`src/rtl/lc3_pkg.sv`:
```
// lc3_pkg: shared definitions for the LC-3 control unit.
//   state_t   - FSM states, encoded as LC-3 state numbers (S_INIT reports 63)
//   OP_*      - IR[15:12] opcode constants
//   PCMUX_*, ADDR1_*, ADDR2_* - datapath mux select encodings
//   ctrl_t    - control word produced by lc3_ctrl_rom
package lc3_pkg;

    typedef enum logic [5:0] {
        S_0    = 6'd0,
        S_1    = 6'd1,
        S_2    = 6'd2,
        S_3    = 6'd3,
        S_5    = 6'd5,
        S_9    = 6'd9,
        S_12   = 6'd12,
        S_14   = 6'd14,
        S_16   = 6'd16,
        S_18   = 6'd18,
        S_22   = 6'd22,
        S_23   = 6'd23,
        S_25   = 6'd25,
        S_27   = 6'd27,
        S_32   = 6'd32,
        S_33   = 6'd33,
        S_35   = 6'd35,
        S_INIT = 6'd63
    } state_t;

    localparam logic [3:0] OP_BR  = 4'b0000;
    localparam logic [3:0] OP_ADD = 4'b0001;
    localparam logic [3:0] OP_LD  = 4'b0010;
    localparam logic [3:0] OP_ST  = 4'b0011;
    localparam logic [3:0] OP_AND = 4'b0101;
    localparam logic [3:0] OP_NOT = 4'b1001;
    localparam logic [3:0] OP_JMP = 4'b1100;
    localparam logic [3:0] OP_LEA = 4'b1110;

    localparam logic [1:0] PCMUX_INC   = 2'b00;
    localparam logic [1:0] PCMUX_BUS   = 2'b01;
    localparam logic [1:0] PCMUX_ADDER = 2'b10;

    localparam logic       ADDR1_PC    = 1'b0;
    localparam logic       ADDR1_BASER = 1'b1;

    localparam logic [1:0] ADDR2_ZERO  = 2'b00;
    localparam logic [1:0] ADDR2_OFF9  = 2'b10;

    typedef struct packed {
        logic       ld_mar;
        logic       ld_mdr;
        logic       ld_ir;
        logic       ld_pc;
        logic       ld_reg;
        logic       ld_cc;
        logic       ld_ben;
        logic       gate_pc;
        logic       gate_mdr;
        logic       gate_alu;
        logic       gate_marmux;
        logic [1:0] pcmux;
        logic       addr1mux;
        logic [1:0] addr2mux;
        logic       mio_en;
        logic       r_w;
        logic       illegal;
    } ctrl_t;

    // Opcodes this control unit implements; everything else is ILLEGAL.
    function automatic logic op_legal(input logic [3:0] op);
        case (op)
            OP_BR, OP_ADD, OP_LD, OP_ST,
            OP_AND, OP_NOT, OP_JMP, OP_LEA: op_legal = 1'b1;
            default:                        op_legal = 1'b0;
        endcase
    endfunction

    // Dispatch target from state 32; unsupported opcodes refetch at 18.
    function automatic state_t decode_op(input logic [3:0] op);
        case (op)
            OP_ADD:  decode_op = S_1;
            OP_AND:  decode_op = S_5;
            OP_NOT:  decode_op = S_9;
            OP_BR:   decode_op = S_0;
            OP_JMP:  decode_op = S_12;
            OP_LEA:  decode_op = S_14;
            OP_LD:   decode_op = S_2;
            OP_ST:   decode_op = S_3;
            default: decode_op = S_18;
        endcase
    endfunction

endpackage

```
`src/rtl/lc3_ctrl_rom.sv`:
```
// lc3_ctrl_rom: combinational state-to-control-word decode.
//   i_state  - current FSM state
//   i_mem_r  - memory ready (qualifies LD_MDR during read waits)
//   i_opcode - IR[15:12] (qualifies ILLEGAL in state 32)
//   o_ctrl   - load enables, bus gates, mux selects, memory controls
module lc3_ctrl_rom
    import lc3_pkg::*;
(
    input  state_t     i_state,
    input  logic       i_mem_r,
    input  logic [3:0] i_opcode,
    output ctrl_t      o_ctrl
);

    always_comb begin
        o_ctrl = '0;
        case (i_state)
            S_18: begin
                o_ctrl.gate_pc = 1'b1;
                o_ctrl.ld_mar  = 1'b1;
                o_ctrl.ld_pc   = 1'b1;
                o_ctrl.pcmux   = PCMUX_INC;
            end
            // Read wait: MDR captures only in the cycle memory reports ready.
            S_33, S_25: begin
                o_ctrl.mio_en = 1'b1;
                o_ctrl.r_w    = 1'b0;
                o_ctrl.ld_mdr = i_mem_r;
            end
            S_35: begin
                o_ctrl.gate_mdr = 1'b1;
                o_ctrl.ld_ir    = 1'b1;
            end
            S_32: begin
                o_ctrl.ld_ben  = 1'b1;
                o_ctrl.illegal = ~op_legal(i_opcode);
            end
            S_1, S_5, S_9: begin
                o_ctrl.gate_alu = 1'b1;
                o_ctrl.ld_reg   = 1'b1;
                o_ctrl.ld_cc    = 1'b1;
            end
            S_22: begin
                o_ctrl.ld_pc    = 1'b1;
                o_ctrl.pcmux    = PCMUX_ADDER;
                o_ctrl.addr1mux = ADDR1_PC;
                o_ctrl.addr2mux = ADDR2_OFF9;
            end
            S_12: begin
                o_ctrl.ld_pc    = 1'b1;
                o_ctrl.pcmux    = PCMUX_ADDER;
                o_ctrl.addr1mux = ADDR1_BASER;
                o_ctrl.addr2mux = ADDR2_ZERO;
            end
            S_14: begin
                o_ctrl.gate_marmux = 1'b1;
                o_ctrl.ld_reg      = 1'b1;
                o_ctrl.addr1mux    = ADDR1_PC;
                o_ctrl.addr2mux    = ADDR2_OFF9;
            end
            S_2, S_3: begin
                o_ctrl.gate_marmux = 1'b1;
                o_ctrl.ld_mar      = 1'b1;
                o_ctrl.addr1mux    = ADDR1_PC;
                o_ctrl.addr2mux    = ADDR2_OFF9;
            end
            S_27: begin
                o_ctrl.gate_mdr = 1'b1;
                o_ctrl.ld_reg   = 1'b1;
                o_ctrl.ld_cc    = 1'b1;
            end
            // ALU passes SR onto the bus so MDR picks up the store data.
            S_23: begin
                o_ctrl.ld_mdr   = 1'b1;
                o_ctrl.gate_alu = 1'b1;
            end
            S_16: begin
                o_ctrl.mio_en = 1'b1;
                o_ctrl.r_w    = 1'b1;
            end
            default: o_ctrl = '0;
        endcase
    end

endmodule

```
`src/rtl/lc3_control.sv`:
```
// lc3_control: LC-3 microsequencer (subset: ADD AND NOT BR JMP LEA LD ST).
//   CLK, RST_N          - rising-edge clock, async active-low reset
//   IR, BEN, MEM_R      - instruction, latched branch enable, memory ready
//   LD_*                - register load enables
//   GATE_*              - bus drivers (one-hot or none)
//   PCMUX, ADDR1MUX, ADDR2MUX - address/PC mux selects
//   MIO_EN, R_W         - memory enable / write strobe
//   ILLEGAL             - unsupported opcode seen in decode state 32
//   STATE               - current LC-3 state number (63 in reset)
module lc3_control
    import lc3_pkg::*;
(
    input  logic        CLK,
    input  logic        RST_N,
    input  logic [15:0] IR,
    input  logic        BEN,
    input  logic        MEM_R,
    output logic        LD_MAR,
    output logic        LD_MDR,
    output logic        LD_IR,
    output logic        LD_PC,
    output logic        LD_REG,
    output logic        LD_CC,
    output logic        LD_BEN,
    output logic        GATE_PC,
    output logic        GATE_MDR,
    output logic        GATE_ALU,
    output logic        GATE_MARMUX,
    output logic [1:0]  PCMUX,
    output logic        ADDR1MUX,
    output logic [1:0]  ADDR2MUX,
    output logic        MIO_EN,
    output logic        R_W,
    output logic        ILLEGAL,
    output logic [5:0]  STATE
);

    state_t     r_state;
    state_t     w_next;
    ctrl_t      w_ctrl;
    logic [3:0] w_opcode;
    logic       w_unused_ir;

    assign w_opcode    = IR[15:12];
    assign w_unused_ir = ^IR[11:0];

    always_ff @(posedge CLK or negedge RST_N) begin
        if (!RST_N) begin
            r_state <= S_INIT;
        end else begin
            r_state <= w_next;
        end
    end

    always_comb begin
        w_next = r_state;
        case (r_state)
            S_INIT: w_next = S_18;
            S_18:   w_next = S_33;
            S_33:   w_next = MEM_R ? S_35 : S_33;
            S_35:   w_next = S_32;
            S_32:   w_next = decode_op(w_opcode);
            S_1, S_5, S_9, S_14, S_22, S_12, S_27:
                    w_next = S_18;
            S_0:    w_next = BEN ? S_22 : S_18;
            S_2:    w_next = S_25;
            S_25:   w_next = MEM_R ? S_27 : S_25;
            S_3:    w_next = S_23;
            S_23:   w_next = S_16;
            S_16:   w_next = MEM_R ? S_18 : S_16;
            default: w_next = S_18;
        endcase
    end

    lc3_ctrl_rom u_rom (
        .i_state  (r_state),
        .i_mem_r  (MEM_R),
        .i_opcode (w_opcode),
        .o_ctrl   (w_ctrl)
    );

    assign LD_MAR      = w_ctrl.ld_mar;
    assign LD_MDR      = w_ctrl.ld_mdr;
    assign LD_IR       = w_ctrl.ld_ir;
    assign LD_PC       = w_ctrl.ld_pc;
    assign LD_REG      = w_ctrl.ld_reg;
    assign LD_CC       = w_ctrl.ld_cc;
    assign LD_BEN      = w_ctrl.ld_ben;
    assign GATE_PC     = w_ctrl.gate_pc;
    assign GATE_MDR    = w_ctrl.gate_mdr;
    assign GATE_ALU    = w_ctrl.gate_alu;
    assign GATE_MARMUX = w_ctrl.gate_marmux;
    assign PCMUX       = w_ctrl.pcmux;
    assign ADDR1MUX    = w_ctrl.addr1mux;
    assign ADDR2MUX    = w_ctrl.addr2mux;
    assign MIO_EN      = w_ctrl.mio_en;
    assign R_W         = w_ctrl.r_w;
    assign ILLEGAL     = w_ctrl.illegal;
    assign STATE       = r_state;

endmodule

```
`config.mk`:
```
export PLATFORM = sky130hd
export DESIGN_NAME = lc3_control
export DESIGN_NICKNAME = d
export VERILOG_FILES = /design/src/rtl/lc3_pkg.sv /design/src/rtl/lc3_ctrl_rom.sv /design/src/rtl/lc3_control.sv
export SDC_FILE = /design/constraint.sdc
export NUM_CORES = 1
export LEC_CHECK = 0
export ABC_AREA = 1
export BUFFER_PORTS_ARGS = -buffer_cell sky130_fd_sc_hd__buf_2
export CAP_MARGIN = 20
export CELL_PAD_IN_SITES_DETAIL_PLACEMENT = 2
export CELL_PAD_IN_SITES_GLOBAL_PLACEMENT = 2
export CORE_ASPECT_RATIO = 1.4
export CORE_MARGIN = 3
export CORE_UTILIZATION = 17
export DETAILED_ROUTE_END_ITERATION = 8
export HOLD_SLACK_MARGIN = 0.1
export PLACE_DENSITY = 0.79
export SYNTH_ARGS = -nofsm -noshare
export SYNTH_HDL_FRONTEND = slang
export SYNTH_SLANG_ARGS = --single-unit
```
`constraint.sdc`:
```
create_clock -name CLK -period 1.4 [get_ports CLK]
set_input_delay 0.42 -clock CLK [delete_from_list [all_inputs] [get_ports CLK]]
set_output_delay 0.42 -clock CLK [all_outputs]
set_load 0.005 [all_outputs]
```
==> parameters.txt, run 1 <==
Parameter                              Value

Clocking
  Clock insertion delay at the later pin of the skew report ... 0.22 ns
  TritonCTS clock tree ... done
  Number of buffers inserted by hold repair at cts ... 0
  CTS buffer count ... 3
  Root buffer cell ... clkbuf_8
  H-tree level count ... 1
  Buffer depth of the longest clock path ... 2
  Count of clock tree sinks ... 6
  Register clock-pin slew on the reported worst setup and hold paths ... roughly 0.03 ns

Power and ir drop
  Fraction of power consumed by sequential logic ... between 10 and 15%
  Pwr dens ... about 1900 nW/um^2
  Leakage power of the design ... 0.921 nW
  Max VDD drop ... 687 uV
  Switching component of the power ... 1.32 mW
  Part of the total power dissipated in combinational logic ... about three quarters
  Cell-internal power ... approximately 1.6 mW
  Switching power share of the total ... between 40% and 50%
  Relative contribution of the clock network to total power ... approximately 8.5%

Routing
  Routed wire length per instance ... ~15 um
  DR vias ... 1,027
  DR vias/cell ... about 4.3
  ANT nets after route ... 0
  Detailed Routing Iterations Pass 1 ... 2
  Total wire length ... ~3600 um
  Number of design-rule violations left by the first detailed-router iteration ... 21
  Detailed-route DRC error count ... 0

Final layout
  Post-route design area ... roughly 1500 um^2
  Final nets ... approximately 220
  Share of final-layout standard cells stronger than drive strength 1 ... between 60% and 70%
  Top library cells by usage in the layout, fill and taps aside ... buf_4, nand2_1, buf_2
  Flip-flop count of the largest register, all copies and words added ... 6
  Post-route core utilization ... a little under two fifths
  Synthesis-to-finish area growth ... 113%
  Number of inserted filler cells in the final layout ... roughly 490
  Commonest non-fill, non-tap cell in the layout ... buf_4
  Diode count ... 0

Yosys
  Most area-hungry cell type in the Yosys netlist ... dfstp_2
  Cell variety after synth ... 19
  Count of mapped cells out of synthesis ... 116
  Share of the yosys chip area belonging to registers ... 22.3%
  Area contributors post-synth ... dfstp_2, nand2_1, nand3_1
  Syn Std Cell Area ... just over 700 um^2
  Synth Register Bits ... 6
  Mean post-synth cell area ... 6.09 um^2
  Warning count from the yosys run ... 0
  Share of the synthesized area in the top cell type ... between 20 and 25%

Setup path
  Critical-path maximum fanout ... 4
  Critical path data arrival time ... approximately 1.5 ns
  Category of the critical setup timing path ... reg2out
  CP Launch Type ... register
  Worst endpoint required time ... ~1 ns
  Category of the worst setup path capture point ... output port

STA
  Unrepaired setup endpoints after global routing ... yes
  Setup violators final ... 23
  Clock Skews ... roughly 0.00036 ns
  Setup TNS Final ... -7.35 ns
  Number of failing hold endpoints at the final stage ... 0
  Share of the cycle needed by the critical path after routing ... 133%
  Min cycle time layout ... approximately 1.9 ns
  Maximum achievable frequency ... 535 MHz
  Final slew viol count ... 0
  Worst slack on hold paths ... 0.211 ns
  Post-route worst setup slack ... -0.468 ns

Floorplanning
  Area enclosed by the die boundary ... roughly 5000 um^2
  Height of the chip ... approximately 82 um
  Die extent in x ... about 61 um
  Effective utilization at floorplan ... 17.7%
  Core box area ... approximately 4000 um^2
  Number of placement rows ... 27
  Count of boundary I/O pins ... 45

Global routing
  Wire length of the first global-routing pass ... around 5400 um
  Overall Global Routing Usage ... between 10 and 15%
  Largest net degree at the start of global routing ... 7
  Grt total ovfl ... 0
  Antenna violations before repair ... 0
  Vias in the first global route ... ~1,100

Job
  # Max-Cap Violations ... 0

Status
  Status ... finished with violations
  Violations in the final reports ... setup timing

Placement
  Instance area after placement ... 1130 um^2
  Port buffer count ... 30
  RD Place Congestion ... between 0.7 and 0.8
  DP Wirelength ... ~2500 um

Min path
  Worst hold path class ... in2async
==> cell usage after synthesis <==
library cell,number
conb_1,1
o21ai_2,1
nand3_1,18
inv_1,16
inv_2,5
nand3_2,4
nor2_2,4
o21ai_0,1
nand3_4,1
o211ai_1,1
a21oi_1,2
nand2_2,6
nor2_4,3
nand2_1,35
inv_4,1
nor2_1,7
buf_4,2
dfstp_2,6
nand4_1,2
==> area by class of cell <==
cell class | instances | area (um^2) | share of cell area [%]
multi-input combinational | 87 | 586 | 38.8
timing repair buffer | 76 | 573 | 38.0
sequential | 6 | 158 | 10.4
inverter | 22 | 97.6 | 6.47
tap | 43 | 53.8 | 3.57
clock buffer | 3 | 41.3 | 2.74
==> metal layers <==
| layer | part of all wire [%] | vias to the layer above | GRT usage, % |
|---|---|---|---|
| li1 | - | 513 | - |
| met1 | 35 | 480 | 14.5 |
| met2 | 60 | 28 | 29.7 |
| met3 | 3.2 | 6 | 1.40 |
| met4 | 1.6 | 0 | 3.04 |
| met5 | 0 | - | 0 |
==> stage by stage <==
stage / total power, mW / cells / setup WS [ns]
floorplan: 1.13 / 117 / -0.0625
global placement: 1.84 / 219 / -0.226
detailed placement: 1.90 / 219 / -0.272
CTS: 2.60 / 230 / -0.446
global route: 3.14 / 237 / -0.555
finish: 2.93 / 237 / -0.468
==> path summary, 6_finish.rpt <==
| kind | startpoint | end | slack (ns) | cells after the start |
|---|---|---|---|---|
| max | STATE[0]$_DFF_PN1_ | LD_MDR | -0.47 | 7 |
| min | RST_N | STATE[4]$_DFF_PN1_ | 0.21 | 1 |
| min in group CLK | BEN | STATE[2]$_DFF_PN1_ | 0.45 | 3 |
| max in group asynchronous | RST_N | STATE[3]$_DFF_PN1_ | 1.17 | 1 |
| min reg2reg | STATE[0]$_DFF_PN1_ | STATE[3]$_DFF_PN1_ | 0.86 | 5 |
| max reg2reg | STATE[0]$_DFF_PN1_ | STATE[1]$_DFF_PN1_ | -0.18 | 9 |
==> cells by family after synthesis <==
group	after synthesis	synth area share, %
DFF	6	22.3
AOI/OAI and AO/OA	5	4.42
buffers and inverters	24	14.2
and+or+nand+nor	80	58.6
other	1	0.530
==> power groups by stage <==
stage | Clock (mW) | Sequential (mW) | Combinational (mW)
after floorplan | 0 | 0.412 | 0.720
after global placement | 0 | 0.393 | 1.45
after detailed placement | 0 | 0.399 | 1.50
after CTS | 0.257 | 0.411 | 1.93
after global routing | 0.263 | 0.452 | 2.43
final | 0.248 | 0.434 | 2.25
==> critical path: stages, from the launching register on <==
cell and delay, ns:
dfstp_2 0.58, inv_2 0.06, nor2_4 0.21, nand3_4 0.11
nand2_1 0.07, nand2_1 0.05, nand2_1 0.05, buf_2 0.10
==> what timing repair did <==
| action | 4_1_cts | 5_1_grt |
|---|---|---|
| hold endpoints to repair | 0 | 0 |
| pin swaps | 8 | 12 |
| endpoints found under the setup margin | 24 | 26 |
| buffers inserted | 9 | 10 |
| gates cloned | 0 | 0 |
| gates resized for setup | 27 | 28 |
No activity file was read; power rests on OpenSTA's default activity.
==> run 2: changes to the inputs <==
--- a/config.mk
+++ b/config.mk
@@ -16,6 +16,7 @@
 export DETAILED_ROUTE_END_ITERATION = 8
 export HOLD_SLACK_MARGIN = 0.1
 export PLACE_DENSITY = 0.79
+export SKIP_CTS_REPAIR_TIMING = 1
 export SYNTH_ARGS = -nofsm -noshare
 export SYNTH_HDL_FRONTEND = slang
 export SYNTH_SLANG_ARGS = --single-unit
==> parameters.txt, run 2 (synthesis gave the netlist of run 1 again) <==
Parameter                              Value

Setup path
  Worst endpoint required time ... 0.98 ns
  CP Launch Type ... register
  Worst-case reg-to-reg path depth ... 11
  Critical-path maximum fanout ... 6
  Category of the worst setup path capture point ... output port
  Reg2Reg Setup Slack ... -0.14 ns
  Capture instance of the worst register-to-register path ... STATE[1]$_DFF_PN1_
  Worst reg2reg startpoint ... STATE[5]$_DFF_PN1_
  Critical path data arrival time ... 1.43 ns
  Category of the critical setup timing path ... reg2out

Routing
  Detailed-route DRC error count ... 0
  DR vias/cell ... 4.35
  Detailed Routing Iterations Pass 1 ... 2
  DR vias ... slightly below 1,000
  Total wire length ... around 3100 um
  ANT nets after route ... 0
  Routed wire length per instance ... between 10 and 15 um
  Number of design-rule violations left by the first detailed-router iteration ... 7

Final layout
  Post-route design area ... ~1300 um^2
  Number of inserted filler cells in the final layout ... between 400 and 500
  Post-route core utilization ... 33.5%
  Layout Cells excl Fill ... 227
  Top library cells by usage in the layout, fill and taps aside ... nand2_1, buf_4, buf_2
  Final nets ... between 200 and 250
  Share of final-layout standard cells stronger than drive strength 1 ... between 60% and 70%
  Commonest non-fill, non-tap cell in the layout ... nand2_1
  Synthesis-to-finish area growth ... 88.8%
  Flip-flop count of the largest register, all copies and words added ... 6
  Diode count ... 0

STA
  Setup violators final ... 22
  Clock Skews ... approximately 0.0011 ns
  Unrepaired setup endpoints after global routing ... yes
  Maximum achievable frequency ... between 500 and 600 MHz
  Number of failing hold endpoints at the final stage ... 0
  Share of the cycle needed by the critical path after routing ... 132%
  Worst slack on hold paths ... 0.207 ns
  Setup TNS Final ... -6.64 ns
  Final slew viol count ... 0
  Post-route worst setup slack ... -0.453 ns
  Min cycle time layout ... between 1.5 and 2 ns

Floorplanning
  Die extent in x ... roughly 61 um
  Height of the chip ... roughly 80 um
  Effective utilization at floorplan ... about 18%
  Area enclosed by the die boundary ... roughly 5000 um^2
  Core box area ... ~4000 um^2
  Count of boundary I/O pins ... 45
  Number of placement rows ... 27

Power and ir drop
  Leakage power of the design ... roughly 0.83 nW
  Pwr dens ... about 1900 nW/um^2
  Switching component of the power ... 1.13 mW
  Max VDD drop ... approximately 530 uV
  Switching power share of the total ... 44.2%
  Part of the total power dissipated in combinational logic ... about three quarters
  Relative contribution of the clock network to total power ... around a tenth
  Cell-internal power ... 1.43 mW
  Fraction of power consumed by sequential logic ... approximately 16%

Placement
  Port buffer count ... 30
  RD Place Congestion ... ~0.76
  DP Wirelength ... between 2000 and 2500 um
  Instance area after placement ... approximately 1100 um^2
  Total instance count after detailed placement ... between 200 and 250

Global routing
  Wire length of the first global-routing pass ... between 4000 and 5000 um
  Antenna violations before repair ... 0
  Grt total ovfl ... 0
  Vias in the first global route ... around 1,000
  Largest net degree at the start of global routing ... 7
  Overall Global Routing Usage ... between 10 and 15%

Clocking
  Buffer depth of the longest clock path ... 2
  TritonCTS clock tree ... done
  CTS buffer count ... 3
  Register clock-pin slew on the reported worst setup and hold paths ... 0.04 ns
  H-tree level count ... 1
  Count of clock tree sinks ... 6
  Clock insertion delay at the later pin of the skew report ... ~0.22 ns
  Root buffer cell ... clkbuf_8

Job
  # Max-Cap Violations ... 0

Min path
  Worst hold path class ... in2async

Status
  Violations in the final reports ... setup timing
  Status ... finished with violations
[run 2: power by group through the flow]
stage	logic [mW]	registers [mW]	clock network [mW]
4_1_cts	1.51	0.399	0.257
5_1_grt	2.07	0.429	0.266
3_3_place_gp	1.45	0.393	0
3_5_place_dp	1.50	0.399	0
2_1_floorplan	0.720	0.412	0
6_report	1.89	0.413	0.251
[run 2: final cells by class]
class	instances	area, um^2	area share (%)
clock buffer	3	41.3	3.09
inverter	22	87.6	6.56
multi-input combinational	87	518	38.8
sequential	6	158	11.8
tap	43	53.8	4.03
timing repair buffer	66	477	35.7
[run 2: worst max path at each step]
stage,depth (start not counted),from,to
CTS,5,STATE[4]$_DFF_PN1_,LD_MDR
detailed placement,8,IR[13],ILLEGAL
global placement,8,IR[13],ILLEGAL
floorplan,6,STATE[0]$_DFF_PN1_,LD_MDR
global route,6,STATE[2]$_DFF_PN1_,ILLEGAL
finish,5,STATE[1]$_DFF_PN1_,ADDR2MUX[1]
[run 2: critical path: stages, from the launching register on]
cell     delay, ns
dfstp_2       0.60
inv_2         0.06
nor2_4        0.17
nand4_1       0.18
nand3_1       0.10
buf_2         0.11
[run 2: layer usage]
metal  wire (um)  global-route usage [%]
met2        1860                    25.2
met1        1120                    12.3
met3         114                    1.40
met4          17                    1.95
met5           0                       0
[run 2: metrics by stage]
stage / total power, mW / setup WS, ns
2_1_floorplan: 1.13 / -0.0625
3_3_place_gp: 1.84 / -0.226
3_5_place_dp: 1.90 / -0.272
4_1_cts: 2.17 / -0.464
5_1_grt: 2.77 / -0.524
6_report: 2.56 / -0.453
==> run 3: changes to the inputs <==
--- a/config.mk
+++ b/config.mk
@@ -12,11 +12,12 @@
 export CELL_PAD_IN_SITES_GLOBAL_PLACEMENT = 2
 export CORE_ASPECT_RATIO = 1.4
 export CORE_MARGIN = 3
-export CORE_UTILIZATION = 17
+export CORE_UTILIZATION = 18
 export DETAILED_ROUTE_END_ITERATION = 8
 export HOLD_SLACK_MARGIN = 0.1
-export PLACE_DENSITY = 0.79
+export PLACE_DENSITY = 0.81
 export SKIP_CTS_REPAIR_TIMING = 1
 export SYNTH_ARGS = -nofsm -noshare
 export SYNTH_HDL_FRONTEND = slang
+export SYNTH_HIERARCHICAL = 1
 export SYNTH_SLANG_ARGS = --single-unit
==> parameters.txt, run 3 <==
Parameter                              Value

STA
  Share of the cycle needed by the critical path after routing ... 133%
  Min cycle time layout ... between 1.5 and 2 ns
  Post-route worst setup slack ... -0.460 ns
  Final slew viol count ... 0
  Setup violators final ... 25
  Number of failing hold endpoints at the final stage ... 0
  Clock Skews ... ~0.0019 ns
  Unrepaired setup endpoints after global routing ... yes
  Maximum achievable frequency ... 538 MHz
  Worst slack on hold paths ... about 0.20 ns

Floorplanning
  Area enclosed by the die boundary ... a little over 5000 um^2
  Number of placement rows ... 27
  Effective utilization at floorplan ... between 10% and 20%
  Core box area ... between 4000 and 5000 um^2
  Die extent in x ... approximately 62 um
  Count of boundary I/O pins ... 45
  Height of the chip ... roughly 84 um

Final layout
  Diode count ... 0
  Flip-flop count of the largest register, all copies and words added ... 6
  Post-route core utilization ... between 30% and 40%
  Number of inserted filler cells in the final layout ... slightly below 500
  Commonest non-fill, non-tap cell in the layout ... buf_2
  Share of final-layout standard cells stronger than drive strength 1 ... between 50% and 60%
  Top library cells by usage in the layout, fill and taps aside ... buf_2, nand3_1, nand2_1
  Final nets ... ~210
  Synthesis-to-finish area growth ... 66.2%
  Post-route design area ... roughly 1300 um^2

Power and ir drop
  Max VDD drop ... 415 uV
  Pwr dens ... ~1900 nW/um^2
  Leakage power of the design ... between 0.7 and 0.8 nW

Status
  Status ... finished with violations
  Violations in the final reports ... setup timing

Yosys
  Area contributors post-synth ... dfstp_2, nand3_1, nand2_1
  Cell variety after synth ... 24
  Warning count from the yosys run ... 6
  Synth Register Bits ... 6
  Most area-hungry cell type in the Yosys netlist ... dfstp_2
  Async set-reset flop share out of synthesis ... 100%
  Count of mapped cells out of synthesis ... 134
  Leading post-synthesis cells by instance count ... nand3_1, nand2_1, inv_1, nor2_1, dfstp_2
  Syn Std Cell Area ... about 780 um^2
  Flip-flop cell with the highest count after synthesis ... dfstp_2
  Number of enable-type register cells in the synthesized netlist ... 0
  Mean post-synth cell area ... 5.83 um^2
  Most common cell in the netlist ... nand3_1
  Share of the yosys chip area belonging to registers ... approximately 20%
  Share of the synthesized area in the top cell type ... about a fifth

Setup path
  Cell with the largest stage delay on the worst path ... dfstp_2
  CP Launch Type ... register
  Category of the critical setup timing path ... reg2out
  Worst stage delay on the critical path ... ~0.55 ns
  CP Cell Sequence ... inv_2, nor2_4, buf_4, inv_1, o21ai_2, buf_2
  Worst reg2reg startpoint ... STATE[0]$_DFF_PN1_
  Cell family with the largest share of critical-path delay ... flip-flops
  Worst endpoint required time ... a little under 1 ns
  Startpoint of the worst setup timing path ... STATE[4]$_DFF_PN1_
  Critical path data arrival time ... roughly 1.4 ns
  Reg2Reg Setup Slack ... -0.07 ns
  Buf/Inv on CP ... 4
  Category of the worst setup path capture point ... output port
  Critical-path maximum fanout ... 6

Routing
  Routed wire length per instance ... ~15 um
  Detailed-route DRC error count ... 0
  DR vias/cell ... roughly 4.8
  DR vias ... 1,101
  Met2 wire length ... about 2000 um
  Total wire length ... ~3400 um
  ANT nets after route ... 0
  Detailed Routing Iterations Pass 1 ... 4
  Top routing layer in use ... met4
  Number of design-rule violations left by the first detailed-router iteration ... 15
  Detail Route met3 WL ... ~160 um
  M1 wire length ... approximately 1100 um

Clocking
  Buffer depth of the longest clock path ... 2
  TritonCTS clock tree ... done
  Count of clock tree sinks ... 6
  Register clock-pin slew on the reported worst setup and hold paths ... ~0.04 ns
  CTS buffer count ... 3
  Root buffer cell ... clkbuf_8
  Clock insertion delay at the later pin of the skew report ... 0.24 ns
  H-tree level count ... 1

Placement
  Port buffer count ... 30
  RD Place Congestion ... 0.804
  Instance area after placement ... 1100 um^2
  DP Wirelength ... 2530 um

Job
  # Max-Cap Violations ... 0

Global routing
  Wire length of the first global-routing pass ... approximately 4900 um
  Vias in the first global route ... 1,053
  Antenna violations before repair ... 0
  Overall Global Routing Usage ... about 12%
  Largest net degree at the start of global routing ... 11
  Grt total ovfl ... 0

Min path
  Worst hold path class ... in2async
[run 3: cell types whose count changed in the layout (fill, tap and decap cells not counted), sizes merged, moves of 2 or more]
cell / before / now
nor2: 14 / 24
nand3: 23 / 33
inv: 22 / 26
nand2: 41 / 27
a21oi: 2 / 4
buf: 66 / 51
[run 3: power by group]
group	internal (mW)	switching (mW)
Clock	0.186	0.0897
Sequential	0.300	0.112
Combinational	0.796	1.04
[run 3: per-layer routing]
layer / track usage (%) / vias to the layer above
met5: 0 / -
met4: 4.63 / 0
met3: 1.39 / 5
met2: 24.3 / 37
met1: 12.1 / 524
li1: - / 535
[run 3: cell families (layout without fill, tap and decap cells)]
family	after synthesis	count (layout)	share of synthesized area, %
simple gates	89	89	56.9
buf+inv	28	80	14.6
compound gates	10	10	7.85
flops	6	6	20.2
other cells	1	2	0.480
[run 3: cell type report]
class,count,area [um^2],share of cell area [%]
clock buffers,3,41.3,3.18
repair buffers,51,332,25.6
well taps,43,53.8,4.15
inverters,26,103,7.91
flip-flops and latches,6,158,12.2
multi-input cells,101,611,47.1
[run 3: stage by stage]
| step | cells | TNS (ns) | worst slack (ns) | total power, mW |
|---|---|---|---|---|
| final | 230 | -7.22 | -0.460 | 2.53 |
| after CTS | 225 | -7.25 | -0.447 | 2.22 |
| after global placement | 222 | -1.96 | -0.176 | 1.85 |
| after floorplan | 135 | -0.441 | -0.0776 | 1.25 |
| after detailed placement | 222 | -2.39 | -0.186 | 1.92 |
| after global routing | 230 | -9.02 | -0.505 | 2.75 |
[run 3: path summary, 6_finish.rpt]
kind	cells after the start	endpoint
max in group asynchronous	1	STATE[5]$_DFF_PN1_
min reg2reg	5	STATE[2]$_DFF_PN1_
min in group CLK	3	STATE[1]$_DFF_PN1_
max reg2reg	8	STATE[1]$_DFF_PN1_
max	6	MIO_EN
min	1	STATE[3]$_DFF_PN1_
[run 3: worst reg2reg max path: stages, from the launching register on]
cell	delay, ns
dfstp_2	0.60
buf_4	0.17
inv_1	0.06
buf_4	0.12
nand3_1	0.07
nand3_1	0.13
nor2_2	0.14
nand2_2	0.06
nand3_2	0.06
